`src/rtl/eer_pkg.sv`:
```
// Shared types and constants for the rewardv2 TX path: word sizes, packet-type
// encoding, packet lengths and the serializer state encoding.
package eer_pkg;

    localparam int WORD_WIDTH = 16;
    localparam int CNT_WIDTH  = 5;
    localparam int IDX_WIDTH  = 4;
    localparam int MAX_WORDS  = 8;

    localparam logic [IDX_WIDTH-1:0] HB_WORDS   = 4'd5;
    localparam logic [IDX_WIDTH-1:0] FULL_WORDS = 4'd8;

    typedef enum logic [2:0] {
        PKT_HB = 3'b000,
        PKT_T1 = 3'b001,
        PKT_T2 = 3'b010,
        PKT_T3 = 3'b011,
        PKT_T4 = 3'b100,
        PKT_T5 = 3'b101,
        PKT_T6 = 3'b110,
        PKT_T7 = 3'b111
    } pkt_type_t;

    typedef enum logic [2:0] {
        ST_IDLE    = 3'd0,
        ST_BACKOFF = 3'd1,
        ST_SEND    = 3'd2,
        ST_CKSUM   = 3'd3,
        ST_DONE    = 3'd4
    } ser_state_t;

    // Heartbeats carry only header + four payload words; every other type carries all seven.
    function automatic logic [IDX_WIDTH-1:0] pkt_len(input logic [2:0] ptype);
        if (ptype == PKT_HB) begin
            return HB_WORDS;
        end else begin
            return FULL_WORDS;
        end
    endfunction

endpackage

```
`src/rtl/backoff_counter.sv`:
```
// Carrier-sense backoff counter: load (or reload on a busy medium), count down
// to zero while the medium is idle, and flag zero.
module backoff_counter
    import eer_pkg::*;
(
    input  logic                 clk,
    input  logic                 nrst,
    input  logic                 load_en,
    input  logic [CNT_WIDTH-1:0] load_val,
    input  logic                 dec_en,
    output logic                 zero
);

    logic [CNT_WIDTH-1:0] cnt_r;

    // Counter register: load has priority, decrement saturates at zero
    always_ff @(posedge clk or negedge nrst) begin
        if (!nrst) begin
            cnt_r <= 5'd0;
        end else if (load_en) begin
            cnt_r <= load_val;
        end else if (dec_en && (cnt_r != 5'd0)) begin
            cnt_r <= cnt_r - 5'd1;
        end else begin
            cnt_r <= cnt_r;
        end
    end

    assign zero = (cnt_r == 5'd0);

endmodule

```
`src/rtl/tx_packet_serializer.sv`:
```
// Captures a rewardv2 packet on reward_done, waits a node-seeded carrier-sense
// backoff, streams the packet words plus an XOR checksum on a valid/ready port,
// then pulses ok_to_send back to rewardv2.
module tx_packet_serializer
    import eer_pkg::*;
#(
    parameter int WORD_WIDTH  = 16,
    parameter int BACKOFF_MIN = 2
) (
    input  logic                  clk,
    input  logic                  nrst,
    input  logic                  reward_done,
    input  logic [15:0]           myNodeID,
    input  logic [2:0]            rPacketType,
    input  logic                  tx_setting,
    input  logic [5:0]            rTimeslot,
    input  logic [WORD_WIDTH-1:0] rSourceID,
    input  logic [WORD_WIDTH-1:0] rDestinationID,
    input  logic [WORD_WIDTH-1:0] rSourceHops,
    input  logic [WORD_WIDTH-1:0] rQValue,
    input  logic [WORD_WIDTH-1:0] rEnergyLeft,
    input  logic [WORD_WIDTH-1:0] rChosenCH,
    input  logic [WORD_WIDTH-1:0] rHopsFromCH,
    input  logic                  channel_clear,
    input  logic                  tx_ready,
    output logic [WORD_WIDTH-1:0] tx_data,
    output logic                  tx_valid,
    output logic                  tx_last,
    output logic                  ok_to_send,
    output logic                  busy,
    output logic                  drop_pulse
);

    ser_state_t             state_r;
    logic [WORD_WIDTH-1:0]  words_r [0:MAX_WORDS-1];
    logic [IDX_WIDTH-1:0]   len_r;
    logic [IDX_WIDTH-1:0]   idx_r;
    logic [WORD_WIDTH-1:0]  csum_r;
    logic [CNT_WIDTH-1:0]   seed_r;

    logic [WORD_WIDTH-1:0]  header_s;
    logic [CNT_WIDTH-1:0]   live_seed_s;
    logic [WORD_WIDTH-1:0]  cur_word_s;
    logic [WORD_WIDTH-1:0]  next_word_s;
    logic [IDX_WIDTH-1:0]   idx_next_s;
    logic [WORD_WIDTH-1:0]  csum_next_s;
    logic                   last_word_s;
    logic                   load_en_s;
    logic [CNT_WIDTH-1:0]   load_val_s;
    logic                   dec_en_s;
    logic                   cnt_zero_s;
    logic [11:0]            unused_node_bits_s;

    // Only the low nibble of the node ID seeds the backoff
    assign unused_node_bits_s = myNodeID[15:4];

    // Header assembly, word selection, checksum step and backoff-counter control
    always_comb begin
        header_s    = {rPacketType, tx_setting, {(WORD_WIDTH-10){1'b0}}, rTimeslot};
        live_seed_s = CNT_WIDTH'(BACKOFF_MIN) + {1'b0, myNodeID[3:0]};
        cur_word_s  = words_r[idx_r[2:0]];
        idx_next_s  = idx_r + 4'd1;
        next_word_s = words_r[idx_next_s[2:0]];
        csum_next_s = csum_r ^ tx_data;
        last_word_s = (idx_next_s == len_r);
        load_en_s   = 1'b0;
        load_val_s  = seed_r;
        dec_en_s    = 1'b0;
        if (state_r == ST_IDLE) begin
            if (reward_done) begin
                load_en_s  = 1'b1;
                load_val_s = live_seed_s;
            end else begin
                load_en_s  = 1'b0;
            end
        end else if (state_r == ST_BACKOFF) begin
            if (!channel_clear) begin
                load_en_s = 1'b1;
            end else if (!cnt_zero_s) begin
                dec_en_s  = 1'b1;
            end else begin
                dec_en_s  = 1'b0;
            end
        end else begin
            load_en_s = 1'b0;
        end
    end

    backoff_counter u_backoff (
        .clk      (clk),
        .nrst     (nrst),
        .load_en  (load_en_s),
        .load_val (load_val_s),
        .dec_en   (dec_en_s),
        .zero     (cnt_zero_s)
    );

    // Packet FSM: capture, backoff wait, word streaming, checksum, handshake back to rewardv2
    always_ff @(posedge clk or negedge nrst) begin
        if (!nrst) begin
            state_r    <= ST_IDLE;
            len_r      <= 4'd0;
            idx_r      <= 4'd0;
            csum_r     <= '0;
            seed_r     <= 5'd0;
            tx_data    <= '0;
            tx_valid   <= 1'b0;
            tx_last    <= 1'b0;
            ok_to_send <= 1'b0;
            busy       <= 1'b0;
            drop_pulse <= 1'b0;
            for (int i = 0; i < MAX_WORDS; i++) begin
                words_r[i] <= '0;
            end
        end else begin
            drop_pulse <= reward_done && (state_r != ST_IDLE);
            ok_to_send <= 1'b0;
            case (state_r)
                ST_IDLE: begin
                    if (reward_done) begin
                        words_r[0] <= header_s;
                        words_r[1] <= rSourceID;
                        words_r[2] <= rDestinationID;
                        words_r[3] <= rSourceHops;
                        words_r[4] <= rQValue;
                        words_r[5] <= rEnergyLeft;
                        words_r[6] <= rChosenCH;
                        words_r[7] <= rHopsFromCH;
                        len_r      <= pkt_len(rPacketType);
                        seed_r     <= live_seed_s;
                        idx_r      <= 4'd0;
                        csum_r     <= '0;
                        busy       <= 1'b1;
                        state_r    <= ST_BACKOFF;
                    end else begin
                        busy       <= 1'b0;
                        state_r    <= ST_IDLE;
                    end
                end
                ST_BACKOFF: begin
                    if (channel_clear && cnt_zero_s) begin
                        state_r <= ST_SEND;
                    end else begin
                        state_r <= ST_BACKOFF;
                    end
                end
                ST_SEND: begin
                    // First SEND cycle only presents word 0; afterwards each accept advances
                    if (!tx_valid) begin
                        tx_valid <= 1'b1;
                        tx_data  <= cur_word_s;
                    end else if (tx_ready) begin
                        csum_r <= csum_next_s;
                        if (last_word_s) begin
                            tx_data <= csum_next_s;
                            tx_last <= 1'b1;
                            state_r <= ST_CKSUM;
                        end else begin
                            idx_r   <= idx_next_s;
                            tx_data <= next_word_s;
                        end
                    end else begin
                        tx_data <= tx_data;
                    end
                end
                ST_CKSUM: begin
                    if (tx_ready) begin
                        tx_valid   <= 1'b0;
                        tx_last    <= 1'b0;
                        tx_data    <= '0;
                        ok_to_send <= 1'b1;
                        state_r    <= ST_DONE;
                    end else begin
                        state_r    <= ST_CKSUM;
                    end
                end
                ST_DONE: begin
                    busy    <= 1'b0;
                    state_r <= ST_IDLE;
                end
                default: begin
                    tx_valid <= 1'b0;
                    tx_last  <= 1'b0;
                    tx_data  <= '0;
                    busy     <= 1'b0;
                    state_r  <= ST_IDLE;
                end
            endcase
        end
    end

endmodule

```
`config.mk`:
```
export PLATFORM = sky130hd
export DESIGN_NAME = tx_packet_serializer
export DESIGN_NICKNAME = d
export VERILOG_FILES = /design/src/rtl/eer_pkg.sv /design/src/rtl/backoff_counter.sv /design/src/rtl/tx_packet_serializer.sv
export SDC_FILE = /design/constraint.sdc
export NUM_CORES = 1
export LEC_CHECK = 0
export ABC_AREA = 1
export CAP_MARGIN = 10
export CELL_PAD_IN_SITES_DETAIL_PLACEMENT = 1
export CELL_PAD_IN_SITES_GLOBAL_PLACEMENT = 1
export CORE_AREA = 5 5 206 148
export CTS_CLUSTER_DIAMETER = 60
export CTS_CLUSTER_SIZE = 16
export DETAILED_ROUTE_END_ITERATION = 8
export DIE_AREA = 0 0 211 153
export MAX_ROUTING_LAYER = met4
export PLACE_DENSITY_LB_ADDON = 0.1
export SLEW_MARGIN = 20
export SYNTH_ARGS = -nofsm -noshare
export SYNTH_HDL_FRONTEND = slang
export SYNTH_SLANG_ARGS = --single-unit
```
`constraint.sdc`:
```
create_clock -name clk -period 1.6 [get_ports clk]
set_input_delay 0.16 -clock clk [delete_from_list [all_inputs] [get_ports clk]]
set_output_delay 0.16 -clock clk [all_outputs]
set_load 0.02 [all_outputs]
```
==> impl_metrics.tcl <==
set metrics [dict create \
    status "finished, violations left" \
    synth_area_per_cell_um2 7.39 \
    cp.arrival_ns 2.22 \
    grt_pass1_vias 10100 \
    grt_max_degree 55 \
    portBuffers 151 \
    clk_latency_ns 0.45 \
    cts.path.max_buffers 2 \
    violations "negative setup slack" \
    ant_nets 0 \
    synthMostInstantiatedCell "nand2_1" \
    min_period_ns 1.83 \
    cpMaxStageDelayCell "dfrtp_4" \
    cp_num_buf_inv 3 \
    peakVddDrop_v 0.000800 \
    syn2layout_area_growth_pct 52.4 \
    ys_ff_latch 178 \
    vias 10300 \
    crit_family "flip-flops" \
    critPathLaunchType "register" \
    rsz0062_at_grt "yes" \
    synthDominantCellAreaShare_pct 45.7 \
    fillCellCount 3336 \
    hp-class "in -> async" \
    async_flop_share_pct 100 \
    synth_common_cells "nand2_1, dfrtp_1, nand3_1" \
    drive_above_1_share_pct 25.9 \
    synthCells 1320 \
    initial_core_util_pct 34.4 \
    powerDensity_mw_per_mm2 1540 \
    wire_per_inst_um 22.3 \
    clk_pin_slew_ns 0.07 \
    finalHoldViolCount 0 \
    root_buffer "clkbuf_16" \
    fin_ws_ns -0.234 \
    vias_per_cell 5.29 \
    cap_viol_max_count 0 \
    critPathMaxStageDelay_ns 0.50 \
    first_pass_iters 5 \
    grt_antenna_before_repair 1 \
    postRouteWirelength_um 43300 \
    synth.distinct_cells 37 \
    nets 1696 \
    relSlewSlack_pct 70.0 \
    drc 0 \
    finalSetupViolations 109 \
    seq_area_frac_synth_pct 45.7 \
    cts.sinks 178 \
    cts_tree "done" \
    fin_crit_sh_pct 115 \
    cts_buffers 17 \
    coreArea_mm2 0.0284 \
    synthTopCellsByArea "dfrtp_1, nand2_1, nand3_1, o21ai_0, o211ai_1" \
    initialDrtViolationCount 924 \
    design_area_mm2 0.0149 \
    fmax_mhz 545 \
    worst_slew_pin_slew_ns 0.445 \
    dpl.hpwl_um 27800 \
    syn_area_mm2 0.00976 \
    htree_levels 4 \
    ys_warn_count 0 \
    synthesis.nets 1467 \
    yosysTopAreaCell "dfrtp_1" \
    cp_cell_sequence "ha_4 -> buf_6 -> clkinv_8 -> buf_6 -> a21oi_1 -> o21ai_1 -> nand3_2 -> nand3_2 -> nand3_1 -> nand2_1 -> nand2_1" \
    grt-ovfl-total 0 \
    gp_congestion 0.901 \
    p_leak_nw 7.22 \
    pin_count 164 \
    grt.total_usage_pct 25.0 \
    power_mw 22.9 \
    fin_skew_ns 0.00968 \
    rows 52 \
    die_w_um 211 \
    cp_max_fo 7 \
    placed_area_mm2 0.0123 \
    ys.flop_type "dfrtp_1" \
    end_kind "register" \
    dieArea_mm2 0.0323 \
    drv_slew 0 \
    die_h_um 153 \
    grt_pass1_wl_um 61100 \
    synth_edf_count 0 \
    cp.required_ns 1.99 \
    critical_path_class "reg -> reg" \
]
==> power breakdown <==
group          internal [mW]  switching, mW  total, mW
Clock                   2.37           1.89       4.26
Sequential              6.19           1.61       7.80
Combinational           4.61           6.27       10.9
Total                   13.2           9.77       22.9
==> layout make-up <==
type                    count  area (um2)  share of cell area [%]
diodes                      1        2.50                  0.0168
clock buffers              22         464                    3.12
clock inverters             9         105                   0.707
inverters                  80         347                    2.33
multi-input cells         981        5570                    37.4
flip-flops and latches    178        4460                    30.0
well taps                 378         473                    3.18
repair buffers            290        3440                    23.2
repair inverters            1        8.76                  0.0589
==> flip-flops by register name (all words and copies together), names as in the netlist <==
name             count
len_r                2
idx_r                4
csum_r              16
state_r              3
drop_pulse           1
busy                 1
tx_data             16
words_r            122
ok_to_send           1
tx_last              1
u_backoff.cnt_r      5
tx_valid             1
seed_r               5
==> worst paths after layout <==
| check | slack, ns | endpoint | cells after the start | start |
|---|---|---|---|---|
| max in group asynchronous | 0.73 | words_r[22] | 3 | nrst |
| worst max-delay path | -0.23 | tx_data[11] | 11 | idx_r[0] |
| worst max register to register | -0.23 | tx_data[11] | 11 | idx_r[0] |
| worst min register to register | 0.48 | seed_r[4] | 2 | seed_r[4] |
| worst min-delay path | 0.20 | words_r[28] | 2 | nrst |
| min in group clk | 0.25 | words_r[113] | 3 | rTimeslot[1] |
==> layer usage <==
layer  wire length [um]  vias up  global-route usage, %
met3               2620       31                   4.49
met5                  0        -                      -
met4                329        0                   4.10
met1              21500     5175                   38.9
met2              18800      318                   34.3
li1                   -     4742                      -
==> placed cells by master, fill, tap and decap left out, types with 26 or more instances in the layout <==
master,count
nand2_2,86
o21ai_2,26
o21ai_1,26
buf_4,62
o21ai_0,71
clkbuf_16,29
clkdlybuf4s50_1,130
nand3_1,137
nor2_1,55
dfrtp_1,176
nand2_1,363
inv_1,65
o211ai_1,44
buf_12,33
nand2_4,55
==> stage by stage <==
step | worst slack (ns) | hold slack, ns | setup TNS (ns) | util (%) | instances
2_1_floorplan | -0.0682 | -0.136 | -0.822 | - | 1320
3_3_place_gp | -0.247 | 0.118 | -15.13 | 43.2 | 1855
3_5_place_dp | -0.270 | 0.118 | -19.88 | 43.2 | 1855
4_1_cts | -0.198 | 0.222 | -3.59 | 47.6 | 1909
5_1_grt | -0.298 | 0.238 | -18.99 | 52.4 | 1940
6_report | -0.234 | 0.205 | -7.80 | 52.4 | 1940
==> what timing repair did <==
| item | 4_1_cts | 5_1_grt |
|---|---|---|
| resized for setup | 98 | 314 |
| pin swaps | 44 | 100 |
| hold buffers | 1 | 0 |
| endpoints found under the hold margin | 35 | 0 |
| setup buffers | 11 | 18 |
| setup endpoints to repair | 161 | 163 |
| cloned | 12 | 15 |
==> logic make-up after synthesis <==
kind of cell | Yosys count | share of synthesized area [%]
flops | 178 | 45.7
fa+ha+maj | 4 | 0.513
buf+inv | 164 | 7.40
compound gates | 208 | 12.0
xor+xnor | 19 | 1.71
simple gates | 747 | 32.7
No activity file was read; power rests on OpenSTA's default activity.
==> patch (config.mk and constraints unchanged) <==
`WORD_WIDTH` is set to 16 in 2 places; all go to 18.
--- a/src/rtl/eer_pkg.sv
+++ b/src/rtl/eer_pkg.sv
@@ -3,5 +3,5 @@
 package eer_pkg;
 
-    localparam int WORD_WIDTH = 16;
+    localparam int WORD_WIDTH = 18;
     localparam int CNT_WIDTH  = 5;
     localparam int IDX_WIDTH  = 4;
--- a/src/rtl/tx_packet_serializer.sv
+++ b/src/rtl/tx_packet_serializer.sv
@@ -5,5 +5,5 @@
     import eer_pkg::*;
 #(
-    parameter int WORD_WIDTH  = 16,
+    parameter int WORD_WIDTH  = 18,
     parameter int BACKOFF_MIN = 2
 ) (
Ports: changed (8 resized); port bits go from 164 to 180. No check against the original RTL was run, so the function may have changed too.
==> patch against the original RTL <==
The run still ends with negative setup slack left. Die area unchanged. Worst setup slack worse by 0.078 ns. Wire length grew 12%. Critical path type unchanged. Via count grew 14%. Design area increased by 13%. Clock skew up 0.0028 ns. Total power increased by 16%. Combinational power increased by 23%. Highest routed layer unchanged. Synthesized area is 10% higher. Critical endpoint is now tx_data[10]. First-iteration DRC count grew 4.4%. Global-route usage rose by 1.7 points. Count of clock-buffer cells in the layout down 1. Sequential power rose by 16%. Sequential cell count grew 18.
==> patch: results (changes against the original RTL) <==
RePlAce Congestion=0.8464 (was 0.9010); Regs by FF count=words_r: 136 flops, csum_r: 18 flops, tx_data: 18 flops (was words_r: 122 flops, csum_r: 16 flops, tx_data: 16 flops); LEAKAGE=0.007861 uW (was 0.007222 uW); share of layout cells above drive strength 1=30.64% (was 25.88%); placed cell count=1983 (was 1855); input/output buffers=167 (was 151); Via density=5.611 (was 5.292); largest net degree at the start of global routing=53 (was 55); failing checks=negative setup slack (unchanged); Initial DRC Count=965 (was 924); clk_lat worst skew=0.46 ns; vias in the first global route=11710 (was 10060); Mapped Cells=1451 (was 1320); Inserted Diodes=0 (was 1); Max FO, Critical Path=9 (was 7); Post-synth top cells=556 x nand2_1, 196 x dfrtp_1, 140 x nand3_1 (was 500 x nand2_1, 178 x dfrtp_1, 148 x nand3_1); Finished Layout Cells=2088 (was 1940); Final setup viols=155 (was 109); initial antenna violation count=0 (was 1); Setup WS post-layout=-0.3127 ns (was -0.2343 ns); Yosys cell types=35 (was 37); outcome=finished with violations (unchanged); ranking of synthesized cells by area=dfrtp_1 46%, nand2_1 19%, nand3_1 6.5% (was dfrtp_1 46%, nand2_1 19%, nand3_1 7.6%); nets=1858 (was 1696); worst min path class=primary input to flop (was primary input to asynchronous set/reset pin); Routed Wire Length=48590 um (was 43340 um); Peak supply drop=0.0006326 V (was 0.0008002 V); final clock skew=0.01250 ns (was 0.009680 ns); Slew HR=66.38% (was 70.03%); Mapped Nets=1612 (was 1467); DPL Wire Length=28090 um (was 27810 um); crit path DAT=2.25 ns (was 2.22 ns); Seq/Total Area, Yosys=45.68% (was 45.65%); Synth async-reset ratio=100.0% (unchanged); first-pass GRT wire length=66010 um (was 61050 um); Overall Global Routing Usage=26.67% (was 25.02%)
==> patch: path summary, 6_finish.rpt <==
kind	startpoint	end	slack (ns)	depth (start not counted)
hold reg to reg	busy	busy	0.49	2
setup reg to reg	idx_r[0]	tx_data[10]	-0.31	10
min in group asynchronous	nrst	words_r[69]	0.24	2
setup / recovery	idx_r[0]	tx_data[10]	-0.31	10
max in group asynchronous	nrst	words_r[68]	0.75	3
hold / removal	rHopsFromCH[4]	words_r[4]	0.23	3
==> patch: cell families after synthesis <==
group	count (synthesis)	synth area share [%]
xor+xnor	22	1.795
simple gates	778	30.49
compound gates	266	13.97
fa+ha+maj	4	0.4662
flops	196	45.68
buf+inv	185	7.598
==> patch: metal layers <==
metal,vias to the layer above,GRT usage (%),routed length (um)
li1,5236,-,-
met1,5922,34.58,20260
met2,419,44.03,24140
met3,139,3.913,2579
met4,0,7.035,1617
met5,-,-,0
==> patch: power breakdown <==
part / leakage, uW / total, uW / internal [uW] / switching (uW)
Clock: 0.000265 / 4250 / 2110 / 2140
Sequential: 0.00248 / 9040 / 6950 / 2090
Combinational: 0.00512 / 13400 / 6070 / 7320
==> patch: through the flow <==
step	area (sq um)	worst slack (ns)	power (uW)	setup TNS, ns	hold slack (ns)
final	16860	-0.3127	26690	-11.60	0.2299
after CTS	14840	-0.1863	22600	-3.351	0.2244
after global placement	13410	-0.3242	16720	-8.472	0.1659
after floorplan	10770	-0.09965	13160	-1.473	-0.1356
after global routing	16860	-0.3798	28050	-20.21	0.2394
after detailed placement	13410	-0.3261	17030	-12.51	0.1663
==> patch: final cells by class <==
type	count	area, sq um
fillers	3235	11510
multi-input cells	1070	6406
flip-flops and latches	196	4910
repair buffers	325	4145
well taps	378	473.0
clock buffers	21	460.4
inverters	87	367.9
clock inverters	11	93.84
==> patch: what timing repair did <==
item / CTS / global route
resized for setup: 118 / 412
endpoints found under the hold margin: 39 / 0
pin swaps: 21 / 60
hold buffers: 1 / 0
setup endpoints to repair: 151 / 186
setup buffers: 20 / 15
gates cloned: 13 / 28
==> patch: worst register-to-register path: cells and delay by family, from the launching register on <==
kind,cells,cell delay [ns]
flip-flops,1,0.51
buffers and inverters,2,0.31
adder cells (fa/ha/maj),1,0.35
AO/OA/AOI/OAI,2,0.20
AND/OR/NAND/NOR,5,0.42
